--- src/rtl/mem_access_unit_pkg.sv ---
// Shared definitions for the memory access stage: FSM encoding, IR field layout
// and timeout counter sizing.
package mem_access_unit_pkg;

    typedef enum logic [1:0] {
        ST_IDLE    = 2'd0,
        ST_RD_WAIT = 2'd1,
        ST_WR_WAIT = 2'd2
    } state_e;

    localparam int OPC_MSB  = 15;
    localparam int OPC_LSB  = 12;
    localparam int FUNC_MSB = 5;
    localparam int FUNC_LSB = 0;
    localparam int OPC_W    = OPC_MSB - OPC_LSB + 1;
    localparam int FUNC_W   = FUNC_MSB - FUNC_LSB + 1;

    // Width of a counter that must hold values 0..tmo inclusive.
    function automatic int tmo_cnt_w(input int tmo);
        return (tmo < 2) ? 1 : $clog2(tmo + 1);
    endfunction

endpackage

--- src/rtl/mem_access_unit_if.sv ---
// Registered request / single-pulse acknowledge bus between the access stage
// and a variable-latency memory.
interface mem_access_unit_if #(
    parameter int WORD_W = 16,
    parameter int ADDR_W = 16
);
    logic [ADDR_W-1:0] mem_addr;
    logic [WORD_W-1:0] mem_wdata;
    logic              mem_read;
    logic              mem_write;
    logic [WORD_W-1:0] mem_rdata;
    logic              mem_ack;

    modport master (
        output mem_addr, mem_wdata, mem_read, mem_write,
        input  mem_rdata, mem_ack
    );

    modport slave (
        input  mem_addr, mem_wdata, mem_read, mem_write,
        output mem_rdata, mem_ack
    );
endinterface

--- src/rtl/mem_access_unit.sv ---
// Memory-side stage of the multi-cycle core: registers controller requests onto
// the memory bus, latches returned words into IR or MDR and stalls the controller.
module mem_access_unit
    import mem_access_unit_pkg::*;
#(
    parameter int WORD_W  = 16,
    parameter int ADDR_W  = 16,
    parameter int TMO_CYC = 255
) (
    input  logic                clk,
    input  logic                reset_n,
    input  logic                read_req,
    input  logic                write_req,
    input  logic                i_or_d,
    input  logic                ir_write,
    input  logic [ADDR_W-1:0]   pc,
    input  logic [ADDR_W-1:0]   alu_out,
    input  logic [WORD_W-1:0]   wr_data,
    mem_access_unit_if.master   bus,
    output logic [WORD_W-1:0]   ir,
    output logic [WORD_W-1:0]   mdr,
    output logic [OPC_W-1:0]    opcode,
    output logic [FUNC_W-1:0]   func,
    output logic                stall,
    output logic                err
);

    localparam int              CNT_W   = tmo_cnt_w(TMO_CYC);
    localparam logic [CNT_W:0]  TMO_LIM = (CNT_W + 1)'(TMO_CYC);

    state_e             state_q, state_d;
    logic [CNT_W-1:0]   cnt_q;
    logic               tmo_hit;
    logic               start_rd, start_wr, rd_done, set_err;
    logic               dest_ir_q;
    logic [ADDR_W-1:0]  addr_q;
    logic [WORD_W-1:0]  wdata_q;
    logic               read_q, write_q;

    // Abort fires on the edge that ends the TMO_CYC-th ack-less wait cycle.
    assign tmo_hit = (TMO_CYC != 0) &&
                     (({1'b0, cnt_q} + (CNT_W + 1)'(1)) == TMO_LIM);

    always_ff @(posedge clk or negedge reset_n) begin
        if (!reset_n) begin
            state_q <= ST_IDLE;
        end else begin
            // NOTE: every clocked register uses <= so all flops update from pre-edge values.
            state_q <= state_d;
        end
    end

    always_comb begin
        // NOTE: defaults first so no path through the case leaves a signal unassigned (no latches).
        state_d  = state_q;
        start_rd = 1'b0;
        start_wr = 1'b0;
        rd_done  = 1'b0;
        set_err  = 1'b0;
        unique case (state_q)
            ST_IDLE: begin
                if (read_req) begin
                    state_d  = ST_RD_WAIT;
                    start_rd = 1'b1;
                    set_err  = write_req;
                end else if (write_req) begin
                    state_d  = ST_WR_WAIT;
                    start_wr = 1'b1;
                end
            end
            ST_RD_WAIT: begin
                if (bus.mem_ack) begin
                    state_d = ST_IDLE;
                    rd_done = 1'b1;
                end else if (tmo_hit) begin
                    state_d = ST_IDLE;
                    set_err = 1'b1;
                end
            end
            ST_WR_WAIT: begin
                if (bus.mem_ack) begin
                    state_d = ST_IDLE;
                end else if (tmo_hit) begin
                    state_d = ST_IDLE;
                    set_err = 1'b1;
                end
            end
            default: state_d = ST_IDLE;
        endcase
    end

    // IDLE always precedes a wait state, so clearing in IDLE covers "clear on entry".
    always_ff @(posedge clk or negedge reset_n) begin
        if (!reset_n) begin
            cnt_q <= '0;
        end else if (state_q == ST_IDLE) begin
            cnt_q <= '0;
        end else begin
            cnt_q <= cnt_q + CNT_W'(1);
        end
    end

    always_ff @(posedge clk or negedge reset_n) begin
        if (!reset_n) begin
            addr_q    <= '0;
            wdata_q   <= '0;
            dest_ir_q <= 1'b0;
            read_q    <= 1'b0;
            write_q   <= 1'b0;
            ir        <= '0;
            mdr       <= '0;
            err       <= 1'b0;
        end else begin
            if (start_rd || start_wr) begin
                addr_q <= i_or_d ? alu_out : pc;
            end
            if (start_rd) begin
                dest_ir_q <= ir_write;
            end
            if (start_wr) begin
                wdata_q <= wr_data;
            end
            read_q  <= (state_d == ST_RD_WAIT);
            write_q <= (state_d == ST_WR_WAIT);
            if (rd_done) begin
                if (dest_ir_q) ir  <= bus.mem_rdata;
                else           mdr <= bus.mem_rdata;
            end
            if (set_err) begin
                err <= 1'b1;
            end
        end
    end

    assign bus.mem_addr  = addr_q;
    assign bus.mem_wdata = wdata_q;
    assign bus.mem_read  = read_q;
    assign bus.mem_write = write_q;

    assign opcode = ir[OPC_MSB:OPC_LSB];
    assign func   = ir[FUNC_MSB:FUNC_LSB];
    assign stall  = (state_q != ST_IDLE) || read_req || write_req;

endmodule

--- src/flat_wrapper.sv ---
// flat-port wrapper written by rule: the top's interface ports become plain ports
module mem_access_unit_flat import mem_access_unit_pkg::*;
#(
    parameter int WORD_W  = 16,
    parameter int ADDR_W  = 16,
    parameter int TMO_CYC = 255
)
  (clk, reset_n, read_req, write_req, i_or_d, ir_write, pc, alu_out, wr_data, ir, mdr, opcode, func, stall, err, bus_mem_addr, bus_mem_wdata, bus_mem_read, bus_mem_write, bus_mem_rdata, bus_mem_ack);
  mem_access_unit_if #(.WORD_W(WORD_W), .ADDR_W(ADDR_W)) bus_i ();
  input  logic clk;
  input  logic reset_n;
  input  logic read_req;
  input  logic write_req;
  input  logic i_or_d;
  input  logic ir_write;
  input  logic [ADDR_W-1:0] pc;
  input  logic [ADDR_W-1:0] alu_out;
  input  logic [WORD_W-1:0] wr_data;
  output logic [WORD_W-1:0] ir;
  output logic [WORD_W-1:0] mdr;
  output logic [OPC_W-1:0] opcode;
  output logic [FUNC_W-1:0] func;
  output logic stall;
  output logic err;
  output wire logic [$bits(bus_i.mem_addr)-1:0] bus_mem_addr;
  output wire logic [$bits(bus_i.mem_wdata)-1:0] bus_mem_wdata;
  output wire logic [$bits(bus_i.mem_read)-1:0] bus_mem_read;
  output wire logic [$bits(bus_i.mem_write)-1:0] bus_mem_write;
  input wire logic [$bits(bus_i.mem_rdata)-1:0] bus_mem_rdata;
  input wire logic [$bits(bus_i.mem_ack)-1:0] bus_mem_ack;
  assign bus_mem_addr = bus_i.mem_addr;
  assign bus_mem_wdata = bus_i.mem_wdata;
  assign bus_mem_read = bus_i.mem_read;
  assign bus_mem_write = bus_i.mem_write;
  assign bus_i.mem_rdata = bus_mem_rdata;
  assign bus_i.mem_ack = bus_mem_ack;
  mem_access_unit #(.WORD_W(WORD_W), .ADDR_W(ADDR_W), .TMO_CYC(TMO_CYC)) u_core (.clk(clk), .reset_n(reset_n), .read_req(read_req), .write_req(write_req), .i_or_d(i_or_d), .ir_write(ir_write), .pc(pc), .alu_out(alu_out), .wr_data(wr_data), .bus(bus_i), .ir(ir), .mdr(mdr), .opcode(opcode), .func(func), .stall(stall), .err(err));
endmodule
--- config.mk ---
export PLATFORM = sky130hd
export DESIGN_NAME = mem_access_unit_flat
export DESIGN_NICKNAME = d
export VERILOG_FILES = /design/src/rtl/mem_access_unit_pkg.sv /design/src/rtl/mem_access_unit_if.sv /design/src/rtl/mem_access_unit.sv /design/src/flat_wrapper.sv
export SDC_FILE = /design/constraint.sdc
export NUM_CORES = 1
export LEC_CHECK = 0
export CORE_UTILIZATION = 40
export DETAILED_ROUTE_END_ITERATION = 8
export HOLD_SLACK_MARGIN = 0.03
export PLACE_DENSITY = 0.77
export SLEW_MARGIN = 10
export SYNTH_ARGS = -nofsm -noshare
export SYNTH_HDL_FRONTEND = slang
export SYNTH_SLANG_ARGS = --single-unit
--- constraint.sdc ---
create_clock -name clk -period 2.61 [get_ports clk]
set_input_delay 0.522 -clock clk [delete_from_list [all_inputs] [get_ports clk]]
set_output_delay 0.522 -clock clk [all_outputs]
set_load 0.02 [all_outputs]
# Word level (Yosys, flattened, before mapping)
# Cells that the tools add are included.
[word_totals]
register_bits = 78
inputBits = 71
out_inout_bits = 78
elab_cells = 44
[classes]
addsub = 2
eq_ne = 5
n_mux = 18
bitwise = 1
n_reduce_logical = 8
[op_table]
columns = ["operator", "n"]
rows = [
  ["$mux W16", 1],
  ["$mux W1", 10],
  ["$add A8 B1 Y9 const B", 1],
  ["$eq A9 B8 Y1 const B", 1],
  ["$add A8 B1 Y8 const B", 1],
  ["$mux W2", 4],
  ["$mux W8", 1],
  ["$eq A2 B1 Y1 const B", 2],
  ["$eq A2 B2 Y1 const B", 2],
  ["$pmux W2 S2", 1],
  ["$reduce_and A2 Y1", 2],
  ["$logic_or A1 B1 Y1", 3],
  ["$logic_not A2 Y1", 1],
  ["$pmux W1 S2", 1],
  ["$reduce_bool A2 Y1", 1],
  ["$reduce_or A2 Y1", 1],
  ["$not A1 Y1", 1],
]

# Longest topological paths before layout
# Gate-level depths: netlist of the first run.
[depth]
ltp_word = 6
depth_mapped = 7
mapped_depth_nobuf = 7

# Worst setup path after synthesis of the first run
# Ideal clock, no wire load.
[synth_path]
kind = "reg-to-reg"
startpoint = "reg u_core.cnt_q[0]"
endpoint = "reg u_core.read_q (netlist: u_core.bus.mem_read)"
setup_time_ps = 80
t_arrival_ps = 1737
t_required_ps = 2530
path_slack_ps = 793
stages_incl_launch_ff = 7
n_path_buf = 0
period_less_slack_ps = 1817
path_cell_list = "dfrtp_1 ha_1 nand4b_1 o311ai_2 o2111ai_2 a31oi_1 nor3b_2"
[synth_via]
elab_chain_len = 6
[synth_rtl]
columns = ["element", "line", "source"]
rows = [
  ["from (decl)", "mem_access_unit.sv:32", "logic [CNT_W-1:0] cnt_q;"],
  ["from (signal assigned)", "mem_access_unit.sv:99", "cnt_q <= cnt_q + CNT_W'(1);"],
  ["$add A8 B1 Y9", "mem_access_unit.sv:42", "(({1'b0, cnt_q} + (CNT_W + 1)'(1)) == TMO_LIM);"],
  ["$eq A9 B8 Y1", "mem_access_unit.sv:42", ""],
  ["$mux W2", "mem_access_unit.sv:75, mem_access_unit.sv:83", ""],
  ["$mux W2", "mem_access_unit.sv:72", "if (bus.mem_ack) begin"],
  ["$pmux W2 S2", "mem_access_unit.sv:60", "unique case (state_q)"],
  ["$eq A2 B1 Y1", "mem_access_unit.sv:123", "read_q <= (state_d == ST_RD_WAIT);"],
  ["to (signal assigned)", "mem_access_unit.sv:123", ""],
  ["to (decl)", "mem_access_unit.sv:38", "logic read_q, write_q;"],
]
# Every way passes these cells.
# A chain may end at the register's enable or synchronous reset.

# Worst setup path after layout of the first run
[layout_path]
startpoint = "reg u_core.state_q[0]"
endpoint = "out stall"
[layout_via]
elab_chain_len = 3
[layout_rtl]
columns = ["element", "line", "source"]
rows = [
  ["from (decl)", "mem_access_unit.sv:31", "state_e state_q, state_d;"],
  ["from (signal assigned)", "mem_access_unit.sv:49", "state_q <= state_d;"],
  ["$reduce_bool A2 Y1", "mem_access_unit.sv:142", "assign stall = (state_q != ST_IDLE) || read_req || write_req;"],
  ["$logic_or A1 B1 Y1 (2 in a row)", "mem_access_unit.sv:142", ""],
  ["to (decl)", "flat_wrapper.sv:23", "output logic stall;"],
]
# Every way passes these cells.

==> metrics.txt, run 1 <==
status finished, final reports clean; internal power 3.932 mW; initial antenna violation count 0; DRT iter0 DRCs 31; final cell area excluding filler cells 5209 sq um; RR Endpoint u_core.bus.mem_read$_DFF_PN0_; hold crit path type input pin to asynchronous set/reset pin; Congestion Overflow GR 0; Tmin final 2437 ps; number of global-route vias before repair 2546; clk root buf clkbuf_8; CP endpoint kind output pin; Gate Count Post-Synth 264; average cell area after synthesis 13.03 sq um; CP arrival 1910 ps; sequential area share after synthesis 56.73%; Longest Clk Path Bufs 2; io pins 149; commonest non-fill, non-tap cells in the layout 147 x clkdlybuf4s50_1, 78 x dfrtp_1, 49 x mux2_2, 23 x nand2_1; VDD IR max 0.0005793 V; DR pass1 iterations 4; endpoints failing setup 0; antenna viol nets, final 0; die footprint 8977 sq um; commonest non-fill, non-tap cell in the layout clkdlybuf4s50_1; relative slew slack 69.15%; Final nets 485; CP Cell Sequence inv_1 > ha_1 > nor2b_1 > nand2b_1 > clkdlybuf4s50_1; DR DRC count 0; critical path peak fanout 4; YS warnings 0; layout cells sized above 1 20.05%; Final TNS setup 0 ps; RSZ-0062 raised after global routing no; Comb pwr share 50.1%; fin. max-slew vios 0; pwr dens 1188 nW/um^2; CP bufs+invs 2; Post-Syn Nets 340; post-CTS sizing 0; placed inst area 4979 sq um; port buffer count 148; largest net degree at the start of global routing 45; Diodes inserted 0; total track usage 17.34%; sw frac 36.43%; measured slew at the worst slew-check pin 462.7 ps; TritonCTS clock tree yes; Clock Power Share 16.2%; path depth of the worst reg2reg path 6; htree depth 3; Reg clk slew, reported paths 80 ps; reg-to-reg slack, setup 520 ps; FMAX 410.4 MHz; Skew-Pair Late Insertion Delay 330 ps; max-cap viol count 0; net load switching power 2.254 mW; total core area 8258 sq um; vias per cell 4.857; Initial Util 41.67%; clock skew 4.702 ps; setup bufs post-CTS 0; Yosys cell types 39; Netlist Area Pre-Place 3441 sq um; Max stage delay on crit path 600 ps; Seq cells post-synth 78; Tcrit/Tclk final 93.36%; Sequential Power Share 33.7%; CP Class flip-flop to output pin; Worst Path Required 2090 ps; area grow syn2layout 51.38%; CP startpoint kind flip-flop; # clock sinks 78; WL final 7610 um; Crit Reg-Reg Startpoint u_core.cnt_q[0]$_DFF_PN0_; cts hold-fix bufs 0; routability congestion estimate 0.8524; CP max-delay cell clkdlybuf4s50_1; final hold violation count 0; CTS buffer count 9; die width 94.75 um; Leakage 2.214 nW; post-detail-place hpwl 5715 um; via count 2521; wire length of the first global-routing pass 12040 um; die height 94.75 um; Site Rows 33; wire length per cell 14.66 um; delay-heaviest family, CP buffers and inverters
[flip-flops by register name, summed over array words and instances (netlist names)]
register	count
u_core.state_q	2
u_core.cnt_q	8
u_core.bus.mem_addr	16
u_core.bus.mem_wdata	16
u_core.dest_ir_q	1
u_core.mdr	16
u_core.err	1
u_core.ir	16
u_core.bus.mem_read	1
u_core.bus.mem_write	1
[per-layer routing]
metal | part of all wire [%] | track usage (%)
met5 | 0 | 0
met4 | 1.2 | 6.692
met3 | 7.3 | 5.072
met2 | 51 | 29.38
met1 | 40 | 20.71
[power by group through the flow]
stage                     Sequential [mW]  Combinational (mW)  Clock [mW]
after floorplan                      2.71                1.04           0
after global placement               2.07                3.07           0
after detailed placement             2.11                3.13           0
after CTS                            2.09                3.13        1.04
after global routing                 2.16                3.30        1.08
final                                2.08                3.10        1.01
[cell usage after synthesis]
| cell | instances | share of area (%) |
|---|---|---|
| dfrtp_1 | 78 | 57 |
| nor2b_1 | 3 | 0.55 |
| buf_4 | 10 | 2.2 |
| and3_2 | 1 | 0.22 |
| o2111ai_2 | 1 | 0.44 |
| nor3_1 | 1 | 0.15 |
| nand3b_1 | 1 | 0.22 |
| buf_2 | 2 | 0.29 |
| nor3b_2 | 2 | 0.73 |
| nand2b_2 | 1 | 0.25 |
| a41oi_1 | 1 | 0.25 |
| buf_6 | 3 | 0.98 |
| mux2i_1 | 16 | 4.7 |
| or2b_1 | 1 | 0.22 |
| o21bai_1 | 1 | 0.22 |
| nand4_1 | 1 | 0.18 |
| o21ai_0 | 17 | 2.5 |
| nand4b_1 | 2 | 0.51 |
| o41ai_1 | 1 | 0.25 |
| nand2b_1 | 1 | 0.18 |
| a31oi_1 | 1 | 0.18 |
| nand3_1 | 4 | 0.58 |
| nand2_1 | 23 | 2.5 |
| a32oi_2 | 1 | 0.47 |
| nor2_1 | 10 | 1.1 |
| xnor2_1 | 3 | 0.76 |
| nand4_4 | 1 | 0.62 |
| a21oi_1 | 1 | 0.15 |
| o311ai_2 | 1 | 0.47 |
| clkbuf_1 | 6 | 0.65 |
| and4_1 | 1 | 0.25 |
| o22ai_2 | 1 | 0.36 |
| ha_1 | 5 | 1.8 |
| mux2_2 | 49 | 16 |
| inv_1 | 6 | 0.65 |
| a32oi_1 | 2 | 0.51 |
| xor2_1 | 3 | 0.76 |
| o21a_1 | 1 | 0.22 |
| nor3b_1 | 1 | 0.22 |
[through the flow]
stage / power (mW) / hold WS (ps) / utilization, % / std cells / setup slack (ps)
after floorplan: 3.754 / 226.4 / - / 264 / 792.6
after global routing: 6.542 / 154.0 / 63.08 / 519 / 49.94
after detailed placement: 5.232 / 469.3 / 60.29 / 503 / 199.8
after CTS: 6.259 / 136.2 / 63.08 / 519 / 160.8
final: 6.186 / 135.9 / 63.08 / 519 / 173.2
after global placement: 5.137 / 460.5 / 60.29 / 503 / 270.9
[worst max-delay path by stage]
| stage | from | end | depth (start not counted) |
|---|---|---|---|
| global route | u_core.state_q[0]$_DFF_PN0_ | stall | 5 |
| CTS | u_core.state_q[0]$_DFF_PN0_ | stall | 5 |
| detailed placement | read_req | stall | 4 |
| finish | u_core.state_q[0]$_DFF_PN0_ | stall | 5 |
| floorplan | u_core.cnt_q[0]$_DFF_PN0_ | u_core.bus.mem_read$_DFF_PN0_ | 6 |
| global placement | read_req | stall | 4 |
[area by class of cell]
cell class                 count  area [sq um]
clock inverter                 6         92.59
fill                         675          3049
multi-input combinational    159          1329
sequential                    78          1952
inverter                       6         22.52
timing repair buffer         155          1544
clock buffer                  10         137.6
tap                          105         131.4
[cells by family (layout without fill, tap and decap cells)]
family / count (synthesis) / after routing / share of synthesized area, %
XOR/XNOR: 6 / 6 / 1.528
multiplexers: 65 / 65 / 20.69
AND/OR/NAND/NOR: 54 / 54 / 8.473
AO/OA/AOI/OAI: 29 / 29 / 6.000
adder cells (fa/ha/maj): 5 / 5 / 1.818
buffers and inverters: 27 / 177 / 4.763
flip-flops: 78 / 78 / 56.73
Note: power is estimated with default switching activity, not from simulation.
==> run 2, diff against run 1 <==
- REMOVE_ABC_BUFFERS: unset -> 1
==> run 2 against run 1 <==
Net effect:
- clock skew grew 8.5 ps
- register-to-register slack gained 60 ps
- clock power shrank 9.6%
- total power shrank 2.1%
- fmax grew 2.3%
- final cell count grew 0.39%
- worst hold slack gained 24 ps
- die area is the same
- largest cell class unchanged
- highest routed layer unchanged
==> metrics.txt, run 2 (synthesis results as in run 1) <==
reg-to-reg slack, setup 580 ps; busiest grt layer met2; port buffer count 148; Congestion Overflow GR 0; TritonCTS clock tree yes; cts hold-fix bufs 0; measured slew at the worst slew-check pin 562.5 ps; CP max-delay cell clkdlybuf4s50_1; Crit Reg-Reg Startpoint u_core.cnt_q[0]$_DFF_PN0_; io pins 149; layout cells sized above 1 20.43%; routability congestion estimate 0.8059; VDD IR max 0.0005589 V; PnR Total Power 6.054 mW; setup bufs post-CTS 0; Max stage delay on crit path 540 ps; CP Class flip-flop to output pin; relative slew slack 62.50%; total track usage 17.22%; DR DRC count 0; CP endpoint kind output pin; die height 94.75 um; max-cap viol count 0; Sequential Power Share 34.2%; Site Rows 33; DRT iter0 DRCs 69; die width 94.75 um; number of global-route vias before repair 2516; via count 2505; initial antenna violation count 0; hold crit path type input pin to asynchronous set/reset pin; die footprint 8977 sq um; CP arrival 1860 ps; antenna viol nets, final 0; met1 GRT Util 20.51%; Fin Hold WS 159.5 ps; status finished, final reports clean; Leakage 2.202 nW; fillers 656; CP startpoint kind flip-flop; Tcrit/Tclk final 91.26%; Clock Power Share 15.1%; clock skew 13.20 ps; Comb pwr share 50.7%; commonest non-fill, non-tap cells in the layout 147 x clkdlybuf4s50_1, 78 x dfrtp_1, 49 x mux2_2, 23 x nand2_1; RSZ-0062 raised after global routing no; CTS buffer count 9; critical path peak fanout 4; internal power 3.812 mW; Reg clk slew, reported paths 80 ps; area of the multi-input gates 1329 sq um; Skew-Pair Late Insertion Delay 350 ps; pwr dens 1168 nW/um^2; # clock sinks 78; pre-CTS setup slack 233.4 ps; Final TNS setup 0 ps; vias per cell 4.808; Diodes inserted 0; clk root buf clkbuf_8; CP Cell Sequence inv_1 > ha_1 > nor2b_1 > nand2b_1 > clkdlybuf4s50_1; Worst Path Required 2090 ps; setup slack after layout 228.0 ps; FMAX 419.8 MHz; sw frac 37.03%; area grow syn2layout 50.65%; commonest non-fill, non-tap cell in the layout clkdlybuf4s50_1; path depth of the worst reg2reg path 6; WL final 7225 um; wire length per cell 13.87 um; final hold violation count 0; Final nets 487; total core area 8258 sq um; met3 GRT Util 6.039%; RR Endpoint u_core.bus.mem_read$_DFF_PN0_; Reg area 1952 sq um; met2 Use GR 28.12%; Longest Clk Path Bufs 2; post-CTS sizing 0; endpoints failing setup 0; Tmin final 2382 ps; fin. max-slew vios 0; DR pass1 iterations 4; Initial Util 41.67%; largest net degree at the start of global routing 46; net load switching power 2.242 mW; post-layout util 62.77%; htree depth 3; post-detail-place hpwl 5432 um; wire length of the first global-routing pass 11620 um
## run 2: changes by cell type in the layout (fill, tap and decap cells not counted), sizes merged
cell	change
clkbuf	-1
inv	+1
buf	+2
bufinv	-1
clkinvlp	+1
## run 2: layout make-up
class,count,area share [%]
Tap cell,105,2.534
Timing Repair Buffer,157,29.83
Multi-Input combinational cell,159,25.63
Clock buffer,9,2.390
Clock inverter,7,1.521
Sequential cell,78,37.65
Inverter,6,0.4345
## run 2: layer usage
metal  part of all wire [%]  up-vias
met3                    8.1        9
met1                     41     1188
met2                     50       98
met4                    1.5        0
met5                      0        -
li1                       -     1210
## run 2: metrics by stage
stage,cells,area (sq um)
after detailed placement,505,4981
final,521,5184
after global placement,505,4981
after CTS,521,5184
after global routing,521,5184
after floorplan,243,3299
## run 2: power groups by stage
stage | Clock (mW) | Sequential, mW | Combinational, mW
2_1_floorplan | 0 | 2.82 | 0.787
3_3_place_gp | 0 | 2.07 | 3.06
3_5_place_dp | 0 | 2.10 | 3.11
4_1_cts | 0.946 | 2.08 | 3.12
5_1_grt | 0.997 | 2.15 | 3.28
6_report | 0.913 | 2.07 | 3.07
## run 2: worst max-delay path by stage
stage          cells after the start                            endpoint                        start  slack (ps)
2_1_floorplan                      2  u_core.bus.mem_addr[0]$_DFFE_PN0P_                    write_req         180
3_3_place_gp                       4                               stall                     read_req         270
3_5_place_dp                       4                               stall                     read_req         230
4_1_cts                            5                               stall  u_core.state_q[0]$_DFF_PN0_         200
5_1_grt                            5                               stall  u_core.state_q[0]$_DFF_PN0_         150
6_report                           5                               stall  u_core.state_q[1]$_DFF_PN0_         230
## run 2: worst max-delay path: cells and delay by family (launching register included)
| family | cells | cell delay [ps] |
|---|---|---|
| buffers and inverters | 2 | 640 |
| DFF | 1 | 420 |
| and+or+nand+nor | 2 | 300 |
| adders and majority gates | 1 | 160 |
==> run 3, diff against run 2 <==
- ABC_AREA: unset -> 1
- MAX_ROUTING_LAYER: unset -> met4
- SKIP_CTS_REPAIR_TIMING: unset -> 1
==> run 3 against run 2 <==
Net effect:
- global-route usage is 1.4 points higher
- sequential cell count did not move
- via count is 12% higher
- count of clock-buffer cells in the layout up 1
- first-iteration DRC count increased by 12%
- clock skew increased by 1.6 ps
- register-to-register slack gained 300 ps
- critical endpoint unchanged
- largest power group unchanged
==> metrics.txt, run 3 <==
status finished, final reports clean; fraction of registers with async set or reset after synthesis 100.0%; commonest non-fill, non-tap cell in the layout clkdlybuf4s50_1; Yosys top cell area share 57.00%; Congestion Overflow GR 0; post-detail-place hpwl 5745 um; CTS buffer count 9; number of global-route vias before repair 2679; htree depth 3; top cells by area in the synthesized netlist dfrtp_1 57%, nand2_1 10%, inv_1 5.3%; io pins 149; Final nets 583; fillers 700; endpoints failing setup 0; setup slack after layout 274.7 ps; commonest cells in the synthesized netlist 91 x nand2_1, 78 x dfrtp_1, 48 x inv_1, 28 x o21ai_0, 21 x o21ai_1; die width 94.53 um; pwr dens 1128 nW/um^2; layout cells sized above 1 7.617%; clk root buf clkbuf_8; port buffer count 148; final cell area excluding filler cells 5199 sq um; Tmin final 2335 ps; DR DRC count 0; Reg clk slew, reported paths 80 ps; CP arrival 1810 ps; count leader, synth nand2_1; die footprint 8935 sq um; EDFF count, synth 0; Site Rows 33; FMAX 428.2 MHz; area grow syn2layout 51.81%; Netlist Area Pre-Place 3425 sq um; Longest Clk Path Bufs 2; die height 94.53 um; wire length of the first global-routing pass 12510 um; CP startpoint kind input pin; Gate Count Post-Synth 365; via count 2815; Final TNS setup 0 ps; WL final 7624 um; largest net degree at the start of global routing 47; placed inst area 4967 sq um; Worst Path Required 2090 ps; initial antenna violation count 0; DR pass1 iterations 4; YS warnings 0; CP endpoint kind output pin; Tcrit/Tclk final 89.48%; DRT iter0 DRCs 77; routability congestion estimate 0.8144; Yosys cell types 23; fin. max-slew vios 0; pre-CTS setup slack 283.1 ps; max-cap viol count 0; Skew-Pair Late Insertion Delay 340 ps; hold crit path type input pin to asynchronous set/reset pin; total track usage 18.63%; wire length per cell 12.36 um; Leakage 2.365 nW; critical path peak fanout 5; sequential area share after synthesis 57.00%; commonest non-fill, non-tap cells in the layout 147 x clkdlybuf4s50_1, 91 x nand2_1, 78 x dfrtp_1, 48 x inv_1, 28 x o21ai_0; average cell area after synthesis 9.382 sq um; CP Class input pin to output pin; relative slew slack 71.10%; Fin Hold WS 126.1 ps; total core area 8258 sq um; Seq cells post-synth 78; measured slew at the worst slew-check pin 433.5 ps; Diodes inserted 0; top_reg_cell synth dfrtp_1; vias per cell 4.562; final hold violation count 0; clock skew 14.81 ps; VDD IR max 0.0006285 V; Initial Util 41.47%; RSZ-0062 raised after global routing no; area leader, netlist dfrtp_1; # clock sinks 78; TritonCTS clock tree yes; antenna viol nets, final 0
==> run 3: cell types whose count changed in the layout (fill, tap and decap cells not counted), moves of 10 or more <==
cell	delta
inv_1	+42
mux2_1	+10
mux2_2	-42
mux2i_1	-16
nand2_1	+68
o21a_1	+15
o21ai_0	+12
o21ai_1	+21
==> run 3: power breakdown <==
group,internal (mW),total [mW],switching (mW)
Combinational,1.38,2.83,1.44
Sequential,1.72,2.02,0.304
Clock,0.571,1.01,0.442
Total,3.68,5.86,2.19
==> run 3: cell families (layout without fill, tap and decap cells) <==
kind of cell             Yosys count  after routing  synth area share (%)
buffers and inverters             73            220                 9.244
flip-flops                        78             78                 57.00
AND/OR/NAND/NOR                  122            122                 14.72
AO/OA/AOI/OAI                     70             70                 11.62
multiplexers                      17             17                 5.590
adder cells (fa/ha/maj)            5              5                 1.827
==> run 3: worst paths after layout <==
| kind | cells past startpoint | startpoint | to | slack, ps |
|---|---|---|---|---|
| min | 1 | reset_n | u_core.cnt_q[4]$_DFF_PN0_ | 130 |
| max | 3 | write_req | stall | 270 |
| max reg2reg | 8 | u_core.state_q[1]$_DFF_PN0_ | u_core.bus.mem_addr[8]$_DFFE_PN0P_ | 880 |
| min reg2reg | 2 | u_core.err$_DFFE_PN0P_ | u_core.err$_DFFE_PN0P_ | 490 |
| max in group asynchronous | 2 | reset_n | u_core.state_q[1]$_DFF_PN0_ | 1900 |
| min in group clk | 2 | u_core.err$_DFFE_PN0P_ | u_core.err$_DFFE_PN0P_ | 490 |
==> run 3: critical path, stage by stage <==
cell	delay, ps
clkdlybuf4s50_1	560
nand3b_1	130
clkdlybuf4s50_1	600
==> run 3: routing by layer <==
layer | GRT usage (%) | routed length (um) | vias to the layer above
met3 | 5.233 | 482 | 8
met5 | - | 0 | -
met2 | 30.74 | 3836 | 79
li1 | - | - | 1423
met4 | 6.439 | 85 | 0
met1 | 21.85 | 3220 | 1305
==> run 3: layout make-up <==
cell class	instances	area (sq um)	area share [%]
clock buffer	10	137.6	2.647
clock inverter	6	93.84	1.805
inverter	49	183.9	3.538
multi-input combinational	214	1156	22.24
sequential	78	1952	37.55
tap	105	131.4	2.527
timing repair buffer	155	1544	29.70
==> run 3: through the flow <==
stage	utilization [%]	power, mW	std cells
after floorplan	-	3.403	341
after global placement	60.15	4.821	601
after detailed placement	60.15	4.905	601
after CTS	62.95	5.941	617
after global routing	62.95	6.237	617
final	62.95	5.863	617
